==> src/rtl/br_cdc_toggle_handshake_src.sv <==
`default_nettype none
// ============================================================================
// Module   : br_cdc_toggle_handshake_src
// Purpose  : Source side of a toggle req/ack CDC handshake carrying a data word.
// Options  : BR_CDC_TOGGLE_HANDSHAKE_SRC_TIMEOUT_EN (sticky ack-timeout flag),
//            BR_ASSERT_ON (integration assertions)
// Revision : 1.0 - initial release
// ============================================================================
module br_cdc_toggle_handshake_src #(
    parameter int WIDTH              = 8,
    parameter int MIN_TOGGLE_GAP     = 0,
    parameter int ACK_TIMEOUT_CYCLES = 1024
) (
    input  logic             clk,
    input  logic             rst_n,
    input  logic             push_valid,
    output logic             push_ready,
    input  logic [WIDTH-1:0] push_data,
    output logic             src_req_toggle,
    output logic [WIDTH-1:0] src_data,
    input  logic             ack_toggle_synced,
    output logic             busy,
    output logic             timeout_error
);

    localparam int c_GAP_W = (MIN_TOGGLE_GAP > 0) ? $clog2(MIN_TOGGLE_GAP + 1) : 1;
    localparam logic [c_GAP_W-1:0] c_GAP_INIT =
        (MIN_TOGGLE_GAP > 0) ? c_GAP_W'(MIN_TOGGLE_GAP - 1) : '0;

    typedef enum logic [1:0] {
        IDLE     = 2'd0,
        WAIT_ACK = 2'd1,
        HOLDOFF  = 2'd2
    } state_t;

    state_t             r_state;
    state_t             w_state_nxt;
    logic [c_GAP_W-1:0] r_gap_cnt;
    logic [c_GAP_W-1:0] w_gap_cnt_nxt;
    logic               r_req;
    logic [WIDTH-1:0]   r_data;
    logic               w_accept;

    if (WIDTH < 1) begin : g_bad_width
        $error("br_cdc_toggle_handshake_src: WIDTH must be >= 1");
    end
    if (ACK_TIMEOUT_CYCLES < 2) begin : g_bad_timeout_cfg
        $error("br_cdc_toggle_handshake_src: ACK_TIMEOUT_CYCLES must be >= 2");
    end

    always_comb begin
        w_state_nxt   = r_state;
        w_gap_cnt_nxt = r_gap_cnt;
        w_accept      = 1'b0;
        case (r_state)
            IDLE: begin
                if (push_valid) begin
                    w_accept    = 1'b1;
                    w_state_nxt = WAIT_ACK;
                end
            end
            WAIT_ACK: begin
                // The destination has caught up once its ack level mirrors our request level.
                if (ack_toggle_synced == r_req) begin
                    if (MIN_TOGGLE_GAP == 0) begin
                        w_state_nxt = IDLE;
                    end else begin
                        w_state_nxt   = HOLDOFF;
                        w_gap_cnt_nxt = c_GAP_INIT;
                    end
                end
            end
            HOLDOFF: begin
                if (r_gap_cnt == '0) begin
                    w_state_nxt = IDLE;
                end else begin
                    w_gap_cnt_nxt = r_gap_cnt - 1'b1;
                end
            end
            default: w_state_nxt = IDLE;
        endcase
    end

    always_ff @(posedge clk or negedge rst_n) begin
        if (!rst_n) begin
            r_state   <= IDLE;
            r_gap_cnt <= '0;
            r_req     <= 1'b0;
            r_data    <= '0;
        end else begin
            r_state   <= w_state_nxt;
            r_gap_cnt <= w_gap_cnt_nxt;
            if (w_accept) begin
                r_req  <= ~r_req;
                r_data <= push_data;
            end
        end
    end

    assign push_ready     = (r_state == IDLE);
    assign busy           = (r_state != IDLE);
    assign src_req_toggle = r_req;
    assign src_data       = r_data;

`ifdef BR_CDC_TOGGLE_HANDSHAKE_SRC_TIMEOUT_EN
    localparam int c_TO_W = $clog2(ACK_TIMEOUT_CYCLES + 1);
    localparam logic [c_TO_W-1:0] c_TO_LIMIT = c_TO_W'(ACK_TIMEOUT_CYCLES);

    logic [c_TO_W-1:0] r_to_cnt;
    logic              r_timeout;

    // Waiting continues after the flag is raised; a late ack still completes normally.
    always_ff @(posedge clk or negedge rst_n) begin
        if (!rst_n) begin
            r_to_cnt  <= '0;
            r_timeout <= 1'b0;
        end else if (w_accept) begin
            r_to_cnt <= '0;
        end else if ((r_state == WAIT_ACK) && (r_to_cnt != c_TO_LIMIT)) begin
            r_to_cnt <= r_to_cnt + 1'b1;
            if (r_to_cnt == (c_TO_LIMIT - 1'b1)) begin
                r_timeout <= 1'b1;
            end
        end
    end

    assign timeout_error = r_timeout;
`else
    assign timeout_error = 1'b0;
`endif

`ifdef BR_ASSERT_ON
    a_push_stable : assert property (@(posedge clk) disable iff (!rst_n)
        (push_valid && !push_ready) |=> (push_valid && $stable(push_data)))
        else $error("push_valid/push_data changed while stalled");

    a_ack_only_in_wait : assert property (@(posedge clk) disable iff (!rst_n)
        (r_state != WAIT_ACK) |-> (ack_toggle_synced == r_req))
        else $error("ack toggled outside WAIT_ACK");
`endif

endmodule
`default_nettype wire
==> config.mk <==
export PLATFORM = sky130hd
export DESIGN_NAME = br_cdc_toggle_handshake_src
export DESIGN_NICKNAME = d
export VERILOG_FILES = /design/src/rtl/br_cdc_toggle_handshake_src.sv
export SDC_FILE = /design/constraint.sdc
export NUM_CORES = 1
export LEC_CHECK = 0
export ABC_AREA = 1
export CAP_MARGIN = 40
export CORE_AREA = 2 2 39 41
export CTS_CLUSTER_SIZE = 16
export DETAILED_ROUTE_END_ITERATION = 6
export DIE_AREA = 0 0 41 43
export GPL_TIMING_DRIVEN = 0
export PLACE_DENSITY = 0.67
export SLEW_MARGIN = 40
export SYNTH_ARGS = -nofsm -noshare
export SYNTH_HDL_FRONTEND = slang
export SYNTH_SLANG_ARGS = --single-unit
==> constraint.sdc <==
create_clock -name clk -period 2.1 [get_ports clk]
set_clock_uncertainty 0.1 [all_clocks]
set_input_delay 0.42 -clock clk [delete_from_list [all_inputs] [get_ports clk]]
set_output_delay 0.42 -clock clk [all_outputs]
set_load 0.02 [all_outputs]
* Yosys cells after proc, flatten, opt, wreduce, memory -nomap -nowiden
Index checks and enable logic that the tools add are counted.
** Storage, ports and cells
- Register bits after elaboration :: 12
- Input port bits :: 12
- Output and inout bits :: 12
- Word-level logic and storage cells :: 22
** Operators by class
- $add $sub $neg :: 1
- Equality and inequality tests :: 6
- Mux-type cells :: 7
- Reduce and logical (&&, ||, !) cells :: 3
- Bitwise operators :: 1
** Operator list (count)
- $mux 2 :: 3
- $ne 2x2->1 const B :: 3
- $pmux 2 s3 :: 1
- $mux 1 :: 3
- $reduce_and 3->1 :: 1
- $eq 2x1->1 const B :: 1
- $eq 2x2->1 const B :: 1
- $logic_not 2->1 :: 1
- $reduce_bool 2->1 :: 1
- $eq 1x1->1 :: 1
- $not 1->1 :: 1
- $sub 1x1->1 const B :: 1

* Depth between registers and ports, before layout
Gate-level depths: netlist (run 1).
- Depth in word-level cells :: 3
- Gate-level depth with buffers :: 5
- Gate-level depth less buffers :: 5

* Worst setup path before layout (run 1)
No wires, ideal clock.
- Path type :: register -> output
- Start point :: reg r_state[0]
- End point :: out push_ready
- Stages on the path, launching flop included :: 2
- Slack :: 973 ps
- Arrival :: 607 ps
- Path buffers :: 0
- Data required time :: 1580 ps
- Cells stage by stage :: dfrtp_1 > inv_2
** Between the ends
- Word-level cells in the longest chain between the ends :: 1
** Ends and longest elaborated chain
- from (decl) :: RTL line 36 : state_t r_state;
- from (signal assigned) :: RTL line 91 : r_state <= w_state_nxt;
- $logic_not 2->1 :: RTL line 100 : assign push_ready = (r_state == IDLE);
- to (decl) :: RTL line 17 : output logic push_ready,
No other way between the ends.

* Worst setup path after layout (run 1)
Same ends and word-level chain as after synthesis.

==> results of run 1 <==
[critical path: stages, from the launching register on]
cell,delay (ps)
sky130_fd_sc_hd__dfrtp_1,400
sky130_fd_sc_hd__inv_2,80
sky130_fd_sc_hd__clkdlybuf4s50_1,600
[kinds of logic after synthesis]
kind of cell           after synthesis
DFF                                 10
buffers and inverters                6
and+or+nand+nor                     32
other                                1
[per-stage QoR]
| step | hold slack (ps) | instance area (µm²) |
|---|---|---|
| 3_3_place_gp | 362.3 | 663.1 |
| 3_5_place_dp | 368.2 | 663.1 |
| 4_1_cts | 373.8 | 699.4 |
| 2_1_floorplan | 24.41 | 422.9 |
| 5_1_grt | 409.3 | 699.4 |
| 6_report | 364.7 | 699.4 |
[synthesized netlist by cell type]
library cell | count | area share
sky130_fd_sc_hd__conb_1 | 1 | 0.0089
sky130_fd_sc_hd__nand2_1 | 29 | 0.26
sky130_fd_sc_hd__inv_1 | 2 | 0.018
sky130_fd_sc_hd__buf_8 | 1 | 0.035
sky130_fd_sc_hd__inv_2 | 2 | 0.018
sky130_fd_sc_hd__nand3_1 | 1 | 0.012
sky130_fd_sc_hd__nand2_2 | 1 | 0.015
sky130_fd_sc_hd__buf_4 | 1 | 0.018
sky130_fd_sc_hd__nand2_4 | 1 | 0.027
sky130_fd_sc_hd__dfrtp_1 | 10 | 0.59
[how the worst max path moves through the flow]
stage,from,end,depth (start not counted)
after floorplan,r_state[0],push_ready,1
after global placement,r_state[0],push_ready,2
after detailed placement,r_state[0],push_ready,2
after CTS,r_state[0],push_ready,2
after global routing,r_state[0],push_ready,2
final,r_state[0],push_ready,2
[state kept, by name, indices dropped and copies added, names as in the netlist]
signal,count
r_state,1
src_data,8
src_req_toggle,1
[cell type report]
type | count | area, µm²
fill | 138 | 684.4
sequential | 10 | 250.2
tap | 16 | 20.02
timing repair buffer | 22 | 220.2
clock buffer | 4 | 36.28
multi-input combinational | 33 | 135.1
inverter | 4 | 15.01
buffer | 2 | 22.52
[where the power goes]
group          internal [µW]  switching (µW)
registers                290            57.9
logic                    267             284
clock network            105            62.6
total                    662             404
[metal layers]
| layer | up-vias | share of wire | global-route usage |
|---|---|---|---|
| met5 | - | 0 | 0 |
| met2 | 14 | 0.46 | 0.1594 |
| li1 | 195 | - | - |
| met4 | 0 | 0 | 0.06000 |
| met1 | 157 | 0.46 | 0.1338 |
| met3 | 0 | 0.087 | 0.05236 |
==> summary.md, run 1 <==
| Metric | Value |
|---|---|
| # port buffers | 22 |
| Share of the cycle needed by the critical path after routing | 0.8826 |
| # DRC | 0 |
| Max Clk Rate | 539.5 MHz |
| Maximum root-to-sink buffer count | 2 |
| Fraction of synthesized cell area in xor and xnor cells | 0 |
| Number of cells on the worst reg-to-reg path | 5 |
| Max IR drop VDD | 0.5831 mV |
| Syn-to-layout area delta | 65.38% |
| CP Launch Type | flip-flop |
| Die area | 1763 µm² |
| PD cells | 1525 nW/µm² |
| Final Routed Wirelength | 835 µm |
| Share of the synthesized area in compound gates (AO/OA/AOI/OAI) | 0 |
| R2R Path Start | r_state[0] |
| GP Congestion | 0.6655 |
| Via count | 366 |
| Synth Area in Simple Gates | 0.3107 |
| Post-CTS clock slew at the launch and capture registers of the worst setup and hold paths | 70 ps |
| Clock tree from TritonCTS | yes |
| Total number of yosys warnings | 0 |
| Standard cell core area | 1384 µm² |
| CTS sink cnt | 10 |
| Total chip power | 1067 µW |
| Final Util | 0.5054 |
| Initial antenna violation count | 0 |
| Cell count after synthesis | 49 |
| Total clock buffers created by CTS | 3 |
| Main combinational cell family by area after synthesis | simple AND/OR/NAND/NOR gates |
| Max Fanout on Critical Path | 3 |
| Leading cell type in the layout, fill and taps excluded | sky130_fd_sc_hd__nand2_1 |
| Crit path time final | 1854 ps |
| Drt first-iter violations | 5 |
| Required time at the worst-slack endpoint | 1580 ps |
| Setup Total Neg Slack | 0 ps |
| Count of final max-slew check failures | 0 |
| Yosys cell types | 10 |
| GRT overflow | 0 |
| Antenna Cells | 0 |
| GRT Total Usage | 0.1118 |
| Detailed placement HPWL | 635.6 µm |
| Number of storage elements in the synthesis netlist | 10 |
| Die Y | 43 µm |
| Share of final-layout standard cells stronger than drive strength 1 | 0.1333 |
| Run status | finished, final reports clean |
| Setup-failing EPs final | 0 |
| Post-layout net count | 88 |
| Commonest cells after routing, fill and taps aside | sky130_fd_sc_hd__nand2_1, sky130_fd_sc_hd__clkdlybuf4s50_1, sky130_fd_sc_hd__dfrtp_1 |
| Filler-free cell count of the finished design | 91 |
| Clock Latency Late Sink | 260 ps |
| Reg2reg setup slack | 1120 ps |
| Leak pwr | 0.0003595 µW |
| Maximum Capacitance Violations | 0 |
| Count of endpoints failing hold in the final timing report | 0 |
| CTS Hold Buffers Added | 0 |
| Data arrival, critical path | 1330 ps |
| Setup slack after placement | 520.4 ps |
| Number of routed nets with antenna violations | 0 |
| Horizontal die dimension | 41 µm |
| Syn_nets | 61 |
| Setup repair after global routing missed its margin | no |
| Endpoint kind of the worst setup timing path | primary output |
| Number of I/O pins | 24 |
| Hold/Removal Path Class | in -> async |
| Average cell area after synthesis | 8.631 µm² |
| Average routed wire per standard cell | 9.176 µm |
| Post-route worst setup slack | 246.5 ps |
| Sequential area share after synthesis | 0.5917 |
| Placed insts | 87 |
| Clock root buffer master | sky130_fd_sc_hd__clkbuf_4 |
| Endpoint of the most critical register-to-register path | src_data[2] |
| Placement row count | 14 |
| Number of iterations in the first detailed-routing pass | 4 |
| Adder-cell share of the synthesized area | 0 |
| Pin count of the biggest net entering global routing | 11 |
| Setup CP Type | reg -> out |
| H-Tree Depth | 1 |
| Starting Density | 0.3056 |
| Post-CTS Setup Repair Bufs | 0 |
| Gates resized, CTS repair | 0 |
| Vias per inst | 4.022 |
| Post-Synthesis Cell Area | 422.9 µm² |
| Number of global-route vias before repair | 338 |
| Mux cell area share after synthesis | 0 |
| First-pass GRT wire length | 1.304 mm |
(Power assumes the default switching activity.)
==> run 2: changes to the inputs <==
--- a/config.mk
+++ b/config.mk
@@ -12,7 +12,8 @@
 export DETAILED_ROUTE_END_ITERATION = 6
 export DIE_AREA = 0 0 41 43
 export GPL_TIMING_DRIVEN = 0
-export PLACE_DENSITY = 0.67
+export HOLD_SLACK_MARGIN = 0.1
+export PLACE_DENSITY = 0.69
 export SLEW_MARGIN = 40
 export SYNTH_ARGS = -nofsm -noshare
 export SYNTH_HDL_FRONTEND = slang
==> run 2 against run 1 <==
Register-to-register slack is essentially flat. Final cell count is the same. Routed wire length increased by 0.96%. Sequential share of layout area is the same.
==> summary.md, run 2 (synthesis results as in run 1) <==
| Metric | Value |
|---|---|
| Run status | finished, final reports clean |
| Commonest cells after routing, fill and taps aside | sky130_fd_sc_hd__nand2_1, sky130_fd_sc_hd__clkdlybuf4s50_1, sky130_fd_sc_hd__dfrtp_1 |
| Number of filler instances in the final layout | 146 (+5.8%) |
| Post-layout net count | 88 (unchanged) |
| Detailed placement HPWL | 641.1 µm (+0.87%) |
| Post-CTS Setup Repair Bufs | 0 (unchanged) |
| R2R Path Start | r_state[0] |
| Clock tree from TritonCTS | yes |
| Max Clk Rate | 540.5 MHz (+0.18%) |
| Total clock buffers created by CTS | 3 (unchanged) |
| Placement row count | 14 (unchanged) |
| Share of final-layout standard cells stronger than drive strength 1 | 0.1333 (unchanged) |
| GRT Total Usage | 0.1081 (-0.003736) |
| Leading cell type in the layout, fill and taps excluded | sky130_fd_sc_hd__nand2_1 |
| H-Tree Depth | 1 (unchanged) |
| Initial antenna violation count | 0 (unchanged) |
| Via count | 374 (+2.2%) |
| Hold/Removal Path Class | in -> async |
| Starting Density | 0.3056 (unchanged) |
| Number of global-route vias before repair | 298 (-12%) |
| Clock Latency Late Sink | 250 ps (about the same) |
| Setup slack after placement | 521.3 ps (+0.8570 ps) |
| Antenna Cells | 0 (unchanged) |
| Data arrival, critical path | 1330 ps (about the same) |
| Max IR drop VDD | 0.4918 mV (-16%) |
| Count of final max-slew check failures | 0 (unchanged) |
| PD cells | 1526 nW/µm² (about the same) |
| Setup Total Neg Slack | 0 ps (unchanged) |
| Standard cell core area | 1384 µm² (unchanged) |
| Maximum root-to-sink buffer count | 2 (unchanged) |
| Post-CTS clock slew at the launch and capture registers of the worst setup and hold paths | 60 ps (about the same) |
| Count of endpoints failing hold in the final timing report | 0 (unchanged) |
| Number of I/O pins | 24 (unchanged) |
| # DRC | 0 (unchanged) |
| Max Fanout on Critical Path | 3 (unchanged) |
| Clock root buffer master | sky130_fd_sc_hd__clkbuf_4 |
| # port buffers | 22 (unchanged) |
| Pin count of the biggest net entering global routing | 11 (unchanged) |
| Endpoint kind of the worst setup timing path | primary output |
| Syn-to-layout area delta | 65.38% (unchanged) |
| Max reg flops | 8 (unchanged) |
| Share of the cycle needed by the critical path after routing | 0.8810 (-0.001622) |
| CTS Hold Buffers Added | 0 (unchanged) |
| Die Y | 43 µm (unchanged) |
| Leak pwr | 0.0003595 µW (unchanged) |
| Drt first-iter violations | 1 (-4) |
| CTS sink cnt | 10 (unchanged) |
| Final Routed Wirelength | 843 µm (+0.96%) |
| Setup repair after global routing missed its margin | no |
| GRT overflow | 0 (unchanged) |
| Gates resized, CTS repair | 0 (unchanged) |
| Horizontal die dimension | 41 µm (unchanged) |
| Crit path time final | 1850 ps (-3.407 ps) |
| Number of iterations in the first detailed-routing pass | 4 (unchanged) |
| Vias per inst | 4.110 (+2.2%) |
| Number of routed nets with antenna violations | 0 (unchanged) |
| Maximum Capacitance Violations | 0 (unchanged) |
| Post-route worst setup slack | 249.9 ps (+3.407 ps) |
| Total area of multi-input combinational cells | 135.1 µm² (unchanged) |
| Required time at the worst-slack endpoint | 1580 ps (about the same) |
| Setup CP Type | reg -> out |
| First-pass GRT wire length | 1.262 mm (-3.2%) |
| Die area | 1763 µm² (unchanged) |
| Setup-failing EPs final | 0 (unchanged) |
| First element of the critical path | r_state[0] |
| Total area of sequential cells | 250.2 µm² (unchanged) |
| Average routed wire per standard cell | 9.264 µm (+0.96%) |
| CP Launch Type | flip-flop |
| GP Congestion | 0.6768 (+1.7%) |
-- run 2: cell counts in the layout (fill, tap and decap cells not counted) --
No cell type changed its count.
-- run 2: power by group --
part	internal, µW	leakage [µW]	switching, µW	total, µW
Clock	105	0.0000210	60.7	166
Sequential	290	0.000123	59.0	349
Combinational	267	0.000216	285	552
Total	662	0.000360	405	1070
-- run 2: final cells by class --
type                            instances  area share
Timing Repair Buffer                   22      0.3148
Sequential cell                        10      0.3578
Multi-Input combinational cell         33      0.1932
Tap cell                               16     0.02862
Inverter                                4     0.02147
Clock buffer                            4     0.05188
Buffer                                  2     0.03220
-- run 2: critical path, stage by stage, from the launching register on --
cell and delay [ps]:
sky130_fd_sc_hd__dfrtp_1 400, sky130_fd_sc_hd__inv_2 80, sky130_fd_sc_hd__clkdlybuf4s50_1 600
-- run 2: worst paths after layout --
path / end / slack, ps / cells past startpoint
max: push_ready / 250 / 2
min: src_data[3] / 370 / 1
max reg2reg: src_data[7] / 1120 / 5
min reg2reg: src_data[2] / 380 / 2
max in group asynchronous: r_state[0] / 1220 / 1
min in group clk: src_data[2] / 380 / 2
-- run 2: per-layer routing --
| layer | up-vias | track usage | wire [µm] |
|---|---|---|---|
| met3 | 0 | 0.03665 | 85 |
| met1 | 166 | 0.1486 | 387 |
| met5 | - | 0 | 0 |
| met2 | 14 | 0.1438 | 371 |
| li1 | 194 | - | - |
| met4 | 0 | 0.06000 | 0 |
-- run 2: through the flow --
step                hold slack, ps    util  power [µW]  area, µm²  std cells
finish                       374.3  0.5054        1067      699.4         91
global route                 393.4  0.5054        1146      699.4         91
CTS                          386.9  0.5054        1082      699.4         91
detailed placement           369.0  0.4792       912.8      663.1         87
global placement             364.0  0.4792       902.3      663.1         87
floorplan                    24.41       -       637.9      422.9         49
==> run 3: changes to the inputs <==
--- a/config.mk
+++ b/config.mk
@@ -5,7 +5,6 @@
 export SDC_FILE = /design/constraint.sdc
 export NUM_CORES = 1
 export LEC_CHECK = 0
-export ABC_AREA = 1
 export CAP_MARGIN = 40
 export CORE_AREA = 2 2 39 41
 export CTS_CLUSTER_SIZE = 16
==> run 3 against run 2 <==
Non-clock buffer count did not move. Sequential share of layout area shrank 0.44 points. Die area did not move. Sequential power is 2% higher. Combinational power up 6.5%. Utilization is 0.63 points higher. Hold slack got worse by 16 ps. Critical path type unchanged. Critical endpoint unchanged. Highest routed layer unchanged.
==> summary.md, run 3 <==
| Metric | Value |
|---|---|
| Run status | finished, final reports clean |
| Endpoint kind of the worst setup timing path | primary output |
| Clock root buffer master | sky130_fd_sc_hd__clkbuf_4 |
| Number of filler instances in the final layout | 135 (-7.5%) |
| Required time at the worst-slack endpoint | 1580 ps (about the same) |
| Share of the synthesized area in compound gates (AO/OA/AOI/OAI) | 0.02029 (+0.02029) |
| Number of routed nets with antenna violations | 0 (unchanged) |
| Initial antenna violation count | 0 (unchanged) |
| Placement row count | 14 (unchanged) |
| Setup slack after placement | 373.9 ps (-147.4 ps) |
| Max Fanout on Critical Path | 4 (+1) |
| Synth Area in Simple Gates | 0.02029 (-0.2904) |
| Average cell area after synthesis | 16.60 µm² (+92%) |
| Sequential area share after synthesis | 0.5797 (-0.01201) |
| Most frequent cell after synthesis | sky130_fd_sc_hd__dfrtp_1 |
| Standard cell core area | 1384 µm² (unchanged) |
| GRT overflow | 0 (unchanged) |
| Switching part of the total power | 0.3326 (-0.04705) |
| Post-Synthesis Cell Area | 431.7 µm² (+2.1%) |
| Syn_nets | 38 (-38%) |
| First-pass GRT wire length | 1.193 mm (-5.5%) |
| Power share of the clock group | 0.153 (-0.002) |
| Final Routed Wirelength | 761 µm (-9.7%) |
| Internal cell power | 743.7 µW (+12%) |
| Yosys cell types | 9 (-1) |
| Syn-to-layout area delta | 64.06% |
| Setup-failing EPs final | 0 (unchanged) |
| Total clock buffers created by CTS | 3 (unchanged) |
| Number of storage elements in the synthesis netlist | 10 (unchanged) |
| Maximum Capacitance Violations | 0 (unchanged) |
| Worst hold margin | 358.1 ps (-16.17 ps) |
| Maximum root-to-sink buffer count | 2 (unchanged) |
| Total area of sequential cells | 250.2 µm² (unchanged) |
| Vias per inst | 4.235 (+3.1%) |
| Total number of yosys warnings | 0 (unchanged) |
| Pin count of the biggest net entering global routing | 11 (unchanged) |
| Gates resized, CTS repair | 0 (unchanged) |
| Setup Total Neg Slack | 0 ps (unchanged) |
| Die area | 1763 µm² (unchanged) |
| # port buffers | 22 (unchanged) |
| Drt first-iter violations | 0 (-1) |
| Horizontal die dimension | 41 µm (unchanged) |
| Final Util | 0.5118 (+0.006329) |
| Share of the synthesized area in the top cell type | 0.5797 (-0.01201) |
| Max Clk Rate | 545.3 MHz (+0.89%) |
| Post-route worst setup slack | 266.2 ps (+16.25 ps) |
| Post-synthesis async set-or-reset flop share | 1.000 (unchanged) |
| # DRC | 0 (unchanged) |
| Clock Latency Late Sink | 260 ps (about the same) |
| Die Y | 43 µm (unchanged) |
| GRT Total Usage | 0.1102 (+0.002151) |
| Leading post-synthesis cells by cell area | sky130_fd_sc_hd__dfrtp_1, sky130_fd_sc_hd__mux2_4, sky130_fd_sc_hd__xor2_1 |
| Sequential group share of total power | 0.319 (-0.008) |
| Setup repair after global routing missed its margin | no |
| Setup CP Type | reg -> out |
| Post-CTS Setup Repair Bufs | 0 (unchanged) |
| Yosys top cell by area | sky130_fd_sc_hd__dfrtp_1 |
| Count of final max-slew check failures | 0 (unchanged) |
| Via count | 288 (-23%) |
| Commonest cells after routing, fill and taps aside | sky130_fd_sc_hd__clkdlybuf4s50_1, sky130_fd_sc_hd__dfrtp_1, sky130_fd_sc_hd__mux2_4 |
| H-Tree Depth | 1 (unchanged) |
| Number of global-route vias before repair | 304 (+2.0%) |
| Share of the cycle needed by the critical path after routing | 0.8733 (-0.007737) |
| Starting Density | 0.3119 (+0.006329) |
| CP Launch Type | flip-flop |
| CTS sink cnt | 10 (unchanged) |
| Adder-cell share of the synthesized area | 0 (unchanged) |
| Mux cell area share after synthesis | 0.2783 (+0.2783) |
| Number of I/O pins | 24 (unchanged) |
| Cell count after synthesis | 26 (-47%) |
| Max reg flops | 8 (unchanged) |
| Leading cell type in the layout, fill and taps excluded | sky130_fd_sc_hd__clkdlybuf4s50_1 |
| Hold/Removal Path Class | in -> async |
| Post-synth EDFFs | 0 (unchanged) |
| Combinational share of power | 0.528 (+0.010) |
| Main combinational cell family by area after synthesis | multiplexers |
| CTS Hold Buffers Added | 0 (unchanged) |
| Average routed wire per standard cell | 11.19 µm (+21%) |
| Data arrival, critical path | 1310 ps (-20 ps) |
| Crit path time final | 1834 ps (-16.25 ps) |
| Clock tree from TritonCTS | yes |
| PD cells | 1574 nW/µm² (+3.1%) |
| GP Congestion | 0.5793 (-14%) |
| Leak pwr | 0.0003226 µW (-10%) |
| Top post-synthesis cells by count | sky130_fd_sc_hd__dfrtp_1, sky130_fd_sc_hd__mux2_4, sky130_fd_sc_hd__xor2_1 |
| Max IR drop VDD | 0.5612 mV (+14%) |
| Share of final-layout standard cells stronger than drive strength 1 | 0.3077 (+0.1744) |
| Post-layout net count | 65 (-26%) |
| Post-CTS clock slew at the launch and capture registers of the worst setup and hold paths | 70 ps (about the same) |
| Fraction of synthesized cell area in xor and xnor cells | 0.04058 (+0.04058) |
| Total area of multi-input combinational cells | 158.9 µm² (+18%) |
| Top flip-flop cell by instance count after synthesis | sky130_fd_sc_hd__dfrtp_1 |
| Sw power | 370.7 µW (-8.5%) |
| Count of endpoints failing hold in the final timing report | 0 (unchanged) |
| Number of iterations in the first detailed-routing pass | 1 (-3) |
| Antenna Cells | 0 (unchanged) |
[run 3: cell count changes after synthesis, sizes merged]
cell	delta
inv	-3
mux2	+8
xor2	+2
nor2b	+1
nand3	-1
nand2	-31
a21o	+1
[run 3: metrics by stage]
stage | total power [µW] | instance area, µm² | instances
after floorplan | 687.4 | 431.7 | 26
after CTS | 1131 | 708.2 | 68
after global placement | 948.2 | 671.9 | 64
final | 1114 | 708.2 | 68
after detailed placement | 950.3 | 671.9 | 64
after global routing | 1185 | 708.2 | 68
[run 3: layout make-up]
cell class / count / share of cell area
sequential: 10 / 0.3534
clock buffer: 4 / 0.05124
buffer: 2 / 0.02650
inverter: 1 / 0.005300
timing repair buffer: 22 / 0.3110
tap: 16 / 0.02827
multi-input combinational: 13 / 0.2244
[run 3: path summary, 6_finish.rpt]
| path | cells past startpoint | end | from | slack, ps |
|---|---|---|---|---|
| max | 2 | push_ready | r_state[0] | 270 |
| min | 1 | src_data[4] | rst_n | 360 |
| max reg2reg | 3 | src_data[7] | r_state[0] | 860 |
| min reg2reg | 1 | src_data[5] | src_data[5] | 410 |
| max in group asynchronous | 1 | src_data[1] | rst_n | 1250 |
| min in group clk | 1 | src_data[5] | src_data[5] | 410 |
[run 3: routing by layer]
metal	vias to the layer above	routed length, µm	global-route usage
met5	-	0	0
met4	0	0	0.1000
met3	0	60	0.04712
met2	11	390	0.1500
met1	143	310	0.1220
li1	134	-	-
[run 3: cells by family (layout without fill, tap and decap cells)]
family / after synthesis / count (layout)
AO/OA/AOI/OAI: 1 / 1
XOR/XNOR: 2 / 2
buffers and inverters: 3 / 29
flip-flops: 10 / 10
multiplexers: 8 / 8
other: 1 / 1
AND/OR/NAND/NOR: 1 / 1
[run 3: power by group through the flow]
stage / clock [µW] / sequential, µW / combinational (µW)
global placement: 0 / 358 / 590
global route: 187 / 369 / 629
finish: 171 / 356 / 588
floorplan: 0 / 479 / 209
CTS: 178 / 358 / 595
detailed placement: 0 / 358 / 593
[run 3: worst max-delay path, cell delays in order, from the launching register on]
cell and delay (ps):
sky130_fd_sc_hd__dfrtp_1 410, sky130_fd_sc_hd__inv_1 60, sky130_fd_sc_hd__clkdlybuf4s50_1 590
